==> config.mk <==
export PLATFORM = sky130hd
export DESIGN_NAME = uart_tx_mmio_flat
export DESIGN_NICKNAME = d
export VERILOG_FILES = /design/src/rtl/uart_tx_mmio_pkg.sv /design/src/rtl/uart_tx_mmio_if.sv /design/src/rtl/uart_tx_mmio_sync_fifo.sv /design/src/rtl/uart_tx_mmio.sv /design/src/flat_wrapper.sv
export SDC_FILE = /design/constraint.sdc
export NUM_CORES = 1
export LEC_CHECK = 0
export CAP_MARGIN = 40
export CORE_MARGIN = 4
export CORE_UTILIZATION = 53
export DETAILED_ROUTE_END_ITERATION = 12
export MAX_ROUTING_LAYER = met4
export PLACE_DENSITY = 0.86
export SYNTH_ARGS = -nofsm -noshare
export SYNTH_HDL_FRONTEND = slang
export SYNTH_HIERARCHICAL = 1
export SYNTH_SLANG_ARGS = --single-unit
==> constraint.sdc <==
create_clock -name clk -period 4.2 [get_ports clk]
set_input_delay 0.84 -clock clk [delete_from_list [all_inputs] [get_ports clk]]
set_output_delay 0.84 -clock clk [all_outputs]
set_load 0.1 [all_outputs]
==> src/rtl/uart_tx_mmio_pkg.sv <==
// Shared definitions for the memory-mapped UART transmitter: register offsets,
// STATUS bit positions, transmitter FSM states and the bit-period helper.
package uart_tx_mmio_pkg;

   localparam logic [31:0] DEFAULT_BASE_ADDR = 32'h0000_1000;

   // Word offsets within the 16-byte register window (ALUResult[3:2])
   localparam logic [1:0] OFF_TXDATA  = 2'd0;
   localparam logic [1:0] OFF_STATUS  = 2'd1;
   localparam logic [1:0] OFF_BAUDDIV = 2'd2;
   localparam logic [1:0] OFF_RSVD    = 2'd3;

   localparam int STAT_EMPTY = 0;
   localparam int STAT_FULL  = 1;
   localparam int STAT_BUSY  = 2;
   localparam int STAT_OVF   = 3;

   typedef enum logic [1:0] {
      ST_IDLE  = 2'd0,
      ST_START = 2'd1,
      ST_DATA  = 2'd2,
      ST_STOP  = 2'd3
   } uart_state_e;

   // A divider below 2 would leave no room for the counter compare, so clamp it.
   function automatic logic [15:0] eff_period(input logic [15:0] div);
      return (div < 16'd2) ? 16'd2 : div;
   endfunction

endpackage

==> src/rtl/uart_tx_mmio_if.sv <==
// Data-memory port of the single-cycle core as seen by a memory-mapped peripheral.
// Protocol: no valid/ready; every cycle is an access. A store takes effect at the
// rising edge while MemWrite is high; Sel and ReadData follow ALUResult combinationally.
interface uart_tx_mmio_if;
   logic        MemWrite;
   logic [31:0] ALUResult;
   logic [31:0] WriteData;
   logic        Sel;
   logic [31:0] ReadData;

   modport master (output MemWrite, output ALUResult, output WriteData,
                   input  Sel,      input  ReadData);
   modport slave  (input  MemWrite, input  ALUResult, input  WriteData,
                   output Sel,      output ReadData);
endinterface

==> src/rtl/uart_tx_mmio_sync_fifo.sv <==
// Single-clock FIFO with extra-MSB pointers; push while full is legal only when
// the same cycle also pops (the head is read out before its slot is overwritten).
module sync_fifo #(
   parameter int WIDTH = 8,
   parameter int DEPTH = 4
) (
   input  logic             clk,
   input  logic             reset,
   input  logic             push,
   input  logic             pop,
   input  logic [WIDTH-1:0] wdata,
   output logic [WIDTH-1:0] rdata,
   output logic             full,
   output logic             empty
);
   localparam int AW = $clog2(DEPTH);
   localparam logic [AW:0] PTR_ONE = {{AW{1'b0}}, 1'b1};

   logic [AW:0]      wr_ptr;
   logic [AW:0]      rd_ptr;
   logic [WIDTH-1:0] mem [DEPTH];

   assign empty = (wr_ptr == rd_ptr);
   assign full  = (wr_ptr[AW] != rd_ptr[AW]) && (wr_ptr[AW-1:0] == rd_ptr[AW-1:0]);
   assign rdata = mem[rd_ptr[AW-1:0]];

   always_ff @(posedge clk or posedge reset) begin
      if (reset) begin
         wr_ptr <= '0;
         rd_ptr <= '0;
      end else begin
         if (push) wr_ptr <= wr_ptr + PTR_ONE;
         if (pop)  rd_ptr <= rd_ptr + PTR_ONE;
      end
   end

   always_ff @(posedge clk) begin
      if (push) mem[wr_ptr[AW-1:0]] <= wdata;
   end

endmodule

==> src/rtl/uart_tx_mmio.sv <==
// Memory-mapped 8N1 UART transmitter: register decode, TX FIFO and the serialiser.
// The FSM state is exported on dbg_state.
module uart_tx_mmio
   import uart_tx_mmio_pkg::*;
#(
   parameter logic [31:0] BASE_ADDR   = DEFAULT_BASE_ADDR,
   parameter int          FIFO_DEPTH  = 4,
   parameter logic [15:0] DEFAULT_DIV = 16'd868
) (
   input  logic           clk,
   input  logic           reset,
   uart_tx_mmio_if.slave  bus,
   output logic           tx,
   output uart_state_e    dbg_state
);

   logic        hit;
   logic [1:0]  offset;
   logic        wr_txdata, wr_status, wr_bauddiv;
   logic        push, pop;
   logic        fifo_full, fifo_empty;
   logic [7:0]  fifo_rdata;
   logic        ovf_q;
   logic [15:0] bauddiv_q;
   logic        busy;
   logic [31:0] rdata;

   uart_state_e state_q, state_d;
   logic [15:0] baud_q, baud_d;
   logic [15:0] period_q, period_d;
   logic [2:0]  bit_q, bit_d;
   logic [7:0]  shift_q, shift_d;
   logic        tx_q, tx_d;

   logic unused_bits;
   assign unused_bits = ^{bus.ALUResult[1:0], bus.WriteData[31:16]};

   assign hit        = (bus.ALUResult[31:4] == BASE_ADDR[31:4]);
   assign offset     = bus.ALUResult[3:2];
   assign wr_txdata  = hit && bus.MemWrite && (offset == OFF_TXDATA);
   assign wr_status  = hit && bus.MemWrite && (offset == OFF_STATUS);
   assign wr_bauddiv = hit && bus.MemWrite && (offset == OFF_BAUDDIV);

   // A full FIFO still accepts a byte when the serialiser pops in the same cycle.
   assign push = wr_txdata && (!fifo_full || pop);

   sync_fifo #(.WIDTH(8), .DEPTH(FIFO_DEPTH)) u_fifo (
      .clk   (clk),
      .reset (reset),
      .push  (push),
      .pop   (pop),
      .wdata (bus.WriteData[7:0]),
      .rdata (fifo_rdata),
      .full  (fifo_full),
      .empty (fifo_empty)
   );

   always_ff @(posedge clk or posedge reset) begin
      if (reset) begin
         ovf_q     <= 1'b0;
         bauddiv_q <= DEFAULT_DIV;
      end else begin
         if (wr_txdata && fifo_full && !pop)           ovf_q <= 1'b1;
         else if (wr_status && bus.WriteData[STAT_OVF]) ovf_q <= 1'b0;
         if (wr_bauddiv) bauddiv_q <= bus.WriteData[15:0];
      end
   end

   assign busy = (state_q != ST_IDLE);

   always_comb begin
      rdata = 32'b0;
      if (hit) begin
         case (offset)
            OFF_STATUS:  rdata = {28'b0, ovf_q, busy, fifo_full, fifo_empty};
            OFF_BAUDDIV: rdata = {16'b0, bauddiv_q};
            default:     rdata = 32'b0;
         endcase
      end
   end

   assign bus.Sel      = hit;
   assign bus.ReadData = rdata;

   always_ff @(posedge clk or posedge reset) begin
      if (reset) begin
         state_q  <= ST_IDLE;
         baud_q   <= 16'd0;
         period_q <= 16'd2;
         bit_q    <= 3'd0;
         shift_q  <= 8'd0;
         tx_q     <= 1'b1;
      end else begin
         state_q  <= state_d;
         baud_q   <= baud_d;
         period_q <= period_d;
         bit_q    <= bit_d;
         shift_q  <= shift_d;
         tx_q     <= tx_d;
      end
   end

   // tx is computed one step ahead so the line is a flop output that changes on
   // the same edge as the state it belongs to.
   always_comb begin
      state_d  = state_q;
      baud_d   = baud_q;
      period_d = period_q;
      bit_d    = bit_q;
      shift_d  = shift_q;
      tx_d     = tx_q;
      pop      = 1'b0;
      case (state_q)
         ST_IDLE: begin
            tx_d = 1'b1;
            if (!fifo_empty) begin
               pop      = 1'b1;
               shift_d  = fifo_rdata;
               period_d = eff_period(bauddiv_q);
               baud_d   = 16'd0;
               bit_d    = 3'd0;
               tx_d     = 1'b0;
               state_d  = ST_START;
            end
         end
         ST_START: begin
            if (baud_q == period_q - 16'd1) begin
               baud_d  = 16'd0;
               tx_d    = shift_q[0];
               state_d = ST_DATA;
            end else begin
               baud_d = baud_q + 16'd1;
            end
         end
         ST_DATA: begin
            if (baud_q == period_q - 16'd1) begin
               baud_d = 16'd0;
               if (bit_q == 3'd7) begin
                  tx_d    = 1'b1;
                  state_d = ST_STOP;
               end else begin
                  bit_d   = bit_q + 3'd1;
                  shift_d = shift_q >> 1;
                  tx_d    = shift_q[1];
               end
            end else begin
               baud_d = baud_q + 16'd1;
            end
         end
         ST_STOP: begin
            if (baud_q == period_q - 16'd1) begin
               baud_d  = 16'd0;
               tx_d    = 1'b1;
               state_d = ST_IDLE;
            end else begin
               baud_d = baud_q + 16'd1;
            end
         end
         default: begin
            state_d = ST_IDLE;
            tx_d    = 1'b1;
         end
      endcase
   end

   assign tx        = tx_q;
   assign dbg_state = state_q;

endmodule

==> src/flat_wrapper.sv <==
// flat-port wrapper written by rule: the top's interface ports become plain ports
module uart_tx_mmio_flat import uart_tx_mmio_pkg::*;
#(
   parameter logic [31:0] BASE_ADDR   = DEFAULT_BASE_ADDR,
   parameter int          FIFO_DEPTH  = 4,
   parameter logic [15:0] DEFAULT_DIV = 16'd868
)
  (clk, reset, tx, dbg_state, bus_MemWrite, bus_ALUResult, bus_WriteData, bus_Sel, bus_ReadData);
  uart_tx_mmio_if bus_i ();
  input  logic clk;
  input  logic reset;
  output logic tx;
  output uart_state_e dbg_state;
  input wire logic [$bits(bus_i.MemWrite)-1:0] bus_MemWrite;
  input wire logic [$bits(bus_i.ALUResult)-1:0] bus_ALUResult;
  input wire logic [$bits(bus_i.WriteData)-1:0] bus_WriteData;
  output wire logic [$bits(bus_i.Sel)-1:0] bus_Sel;
  output wire logic [$bits(bus_i.ReadData)-1:0] bus_ReadData;
  assign bus_i.MemWrite = bus_MemWrite;
  assign bus_i.ALUResult = bus_ALUResult;
  assign bus_i.WriteData = bus_WriteData;
  assign bus_Sel = bus_i.Sel;
  assign bus_ReadData = bus_i.ReadData;
  uart_tx_mmio #(.BASE_ADDR(BASE_ADDR), .FIFO_DEPTH(FIFO_DEPTH), .DEFAULT_DIV(DEFAULT_DIV)) u_core (.clk(clk), .reset(reset), .bus(bus_i), .tx(tx), .dbg_state(dbg_state));
endmodule
==> flow_metrics.tcl <==
set metrics [dict create \
    die_y_um 110 \
    setup_tns_ps 0 \
    tightest_slew_ps 730 \
    yosysTopAreaCell "dfrtp_1" \
    status "complete, no violations" \
    yosysSeqAreaShare 0.493 \
    cp_max_fo 9 \
    finalSetupViolations 0 \
    maxCapViolations 0 \
    routed_via_density 6.12 \
    grt_pass1_wl_um 22700 \
    yosysWarnings 6 \
    rr_worst_depth 9 \
    antenna_left 0 \
    gp_congestion 0.863 \
    relSlewSlack 0.513 \
    core-area_um2 9910 \
    areaGrowthSynthToFinish_pct 23.1 \
    cts.sinks 101 \
    crit_chain "inv_1 -> ha_1 -> or4b_4 -> or3_1 -> a22o_1 -> or4b_4 -> or4_1 -> a21oi_2 -> mux2_2" \
    hp-class "flip-flop to flip-flop" \
    postCtsHoldBufs 0 \
    synth_area_per_cell_um2 10.6 \
    cp_slowest_cell "or4_1" \
    final_hold_viol_count 0 \
    yosysTopAreaCellShare 0.284 \
    async_flop_share 0.683 \
    clock_skew_ps 20.1 \
    critical_path_buf_inv_count 1 \
    routedWlPerCell_um 19.3 \
    drt_iter0_markers 326 \
    synth_common_cells "74 x nand2_1, 62 x dfrtp_1, 32 x edfxtp_1, 26 x inv_1, 19 x o21ai_0" \
    rsz0062_at_grt "no" \
    path_class "flip-flop to flip-flop" \
    yosys-top-cells-area "dfrtp_1 28%, edfxtp_1 18%, nand2_1 5.1%" \
    nNetsFinal 670 \
    postCtsResizedCells 0 \
    cts_tree "built" \
    p_per_area_nw_per_um2 329 \
    drive_gt1_frac 0.173 \
    crit_path_frequent_cell "or4b_4" \
    r2r_end "u_core/dbg_state[1]$_DFFE_PP0P_" \
    r2r_start "u_core/period_q[0]$_DFFE_PP0P_" \
    synth_cells 514 \
    clk_path_buf_depth 2 \
    fin_crit_ps 3860 \
    fill_cells 686 \
    end_kind "flip-flop" \
    leakagePower_nw 2.89 \
    crit_family "simple AND/OR/NAND/NOR gates" \
    ys_types 61 \
    top_level_ports 103 \
    synthFlopType "dfrtp_1" \
    worstHoldStart "u_core/bit_q[0]$_DFFE_PP0P_" \
    postRouteWirelength_um 14000 \
    hold_depth 1 \
    clkTransAtPathRegs_ps 110 \
    grt_antenna_before_repair 0 \
    grt_usage 0.255 \
    start_kind "flip-flop" \
    irDropWorstVdd_mv 0.310 \
    start_util 0.552 \
    numPortBuffers 68 \
    worstHoldEndpoint "u_core/bit_q[0]$_DFFE_PP0P_" \
    worst-endpoint-arrival_ps 4130 \
    drc 0 \
    post_cts_buffers 0 \
    finalCritPeriodShare 0.919 \
    syn-cell-area_um2 5470 \
    num_rows 36 \
    synth-edff-count 32 \
    die_x_um 110 \
    clk_latency_ps 380 \
    finalMaxSlewViolations 0 \
    grt_max_degree 36 \
    fin_area_um2 6740 \
    placed_area_um2 6480 \
    grt_pass1_vias 4444 \
    cts_made_buffers 9 \
    ff2ff_setup_slack_ps 340 \
    firstDrtPassIters 6 \
    grt_overflow_total 0 \
    crit_required_ps 4470 \
    fmax_ghz 0.259 \
    synth_seq_cells 101 \
    dieArea_um2 12000 \
    cts-root-buf "clkbuf_8" \
    slowest_delay_ps 670 \
    vias 4428 \
    hpwl_um 9840 \
    yosys.cell_count.top_type "nand2_1" \
    ctsHtreeMaxLevel 3 \
    antenna_cells 0 \
]
==> worst reg2reg max path, delay by kind of cell, from the launching register on <==
kind,cells,cell delay (ps)
mux,1,350
fa+ha+maj,1,240
flops,1,470
buf+inv,1,130
compound gates,2,470
simple gates,4,2090
==> worst max path at each step <==
stage          cells past startpoint                         endpoint  slack [ps]                      startpoint
2_1_floorplan                      6                  bus_ReadData[0]         230               bus_ALUResult[10]
3_3_place_gp                       9  u_core/dbg_state[1]$_DFFE_PP0P_         530  u_core/period_q[0]$_DFFE_PP0P_
3_5_place_dp                       9  u_core/dbg_state[1]$_DFFE_PP0P_         370  u_core/period_q[0]$_DFFE_PP0P_
4_1_cts                            9  u_core/dbg_state[1]$_DFFE_PP0P_         350  u_core/period_q[0]$_DFFE_PP0P_
5_1_grt                            9    u_core/baud_q[11]$_DFFE_PP0P_         200  u_core/period_q[0]$_DFFE_PP0P_
6_report                           9  u_core/dbg_state[1]$_DFFE_PP0P_         340  u_core/period_q[0]$_DFFE_PP0P_
==> cell usage in the layout (no fill, tap or decap), drive strengths merged, types with 5 or more instances in the layout <==
cell	netlist	final
buf	25	32
nand4	7	7
or3	10	10
a21oi	9	9
mux4	8	8
conb	1	16
nand2	74	74
and3	18	18
a211oi	5	5
a31oi	6	6
a22oi	6	6
dfstp	7	7
ha	17	17
edfxtp	32	32
and2	9	9
nor2	17	17
nor3	17	17
o221a	5	5
clkbuf	12	9
mux2	18	18
xnor2	12	12
nand3	12	12
dfrtp	62	62
inv	26	27
clkdlybuf4s50	0	51
nor4	15	15
o21ai	19	19
xor2	14	14
==> state kept, by name, indices dropped and copies added, names as in the netlist, 3 cells and up <==
| signal | count |
|---|---|
| u_core/u_fifo/rd_ptr | 3 |
| u_core/u_fifo/mem | 32 |
| u_core/bauddiv_q | 16 |
| u_core/period_q | 16 |
| u_core/baud_q | 16 |
| u_core/u_fifo/wr_ptr | 3 |
| u_core/bit_q | 3 |
| u_core/shift_q | 8 |
==> metal layers <==
metal / routed length, um / GRT usage / up-vias / part of all wire
met5: 0 / - / - / 0
met4: 391 / 0.0962 / 0 / 0.028
met3: 1070 / 0.0552 / 47 / 0.077
met2: 6930 / 0.410 / 262 / 0.50
met1: 5600 / 0.317 / 2141 / 0.40
li1: - / - / 1978 / -
==> where the power goes <==
| group | leakage (nW) | internal (mW) | switching [mW] |
|---|---|---|---|
| clock | 0.124 | 0.356 | 0.396 |
| combinational | 1.57 | 0.153 | 0.252 |
| sequential | 1.20 | 1.04 | 0.0178 |
==> cell type report <==
cell class	instances	area [um^2]	share of cell area
well taps	133	166	0.0247
inverters	26	97.6	0.0145
repair buffers	83	998	0.148
clock inverters	7	129	0.0191
clock buffers	9	124	0.0184
flip-flops and latches	101	2700	0.400
multi-input cells	365	2520	0.375
==> cells by family (layout without fill, tap and decap cells) <==
logic type,count (synthesis),count (layout),share of synthesized area
and+or+nand+nor,201,201,0.192
DFF,101,101,0.493
AOI/OAI and AO/OA,75,75,0.0979
buffers and inverters,63,125,0.0581
muxes,30,30,0.0780
xor gates and xnor gates,26,26,0.0416
adders and majority gates,17,17,0.0389
other,1,16,0.000685
==> through the flow <==
stage,worst slack (ps),util,cells,hold slack [ps],power (mW)
CTS,354,0.680,724,515,2.22
global route,203,0.680,724,520,2.29
global placement,527,0.648,704,466,1.45
floorplan,228,-,529,457,1.37
detailed placement,373,0.654,708,494,1.48
finish,339,0.680,724,507,2.22
Power figures use the tool's default switching activity.
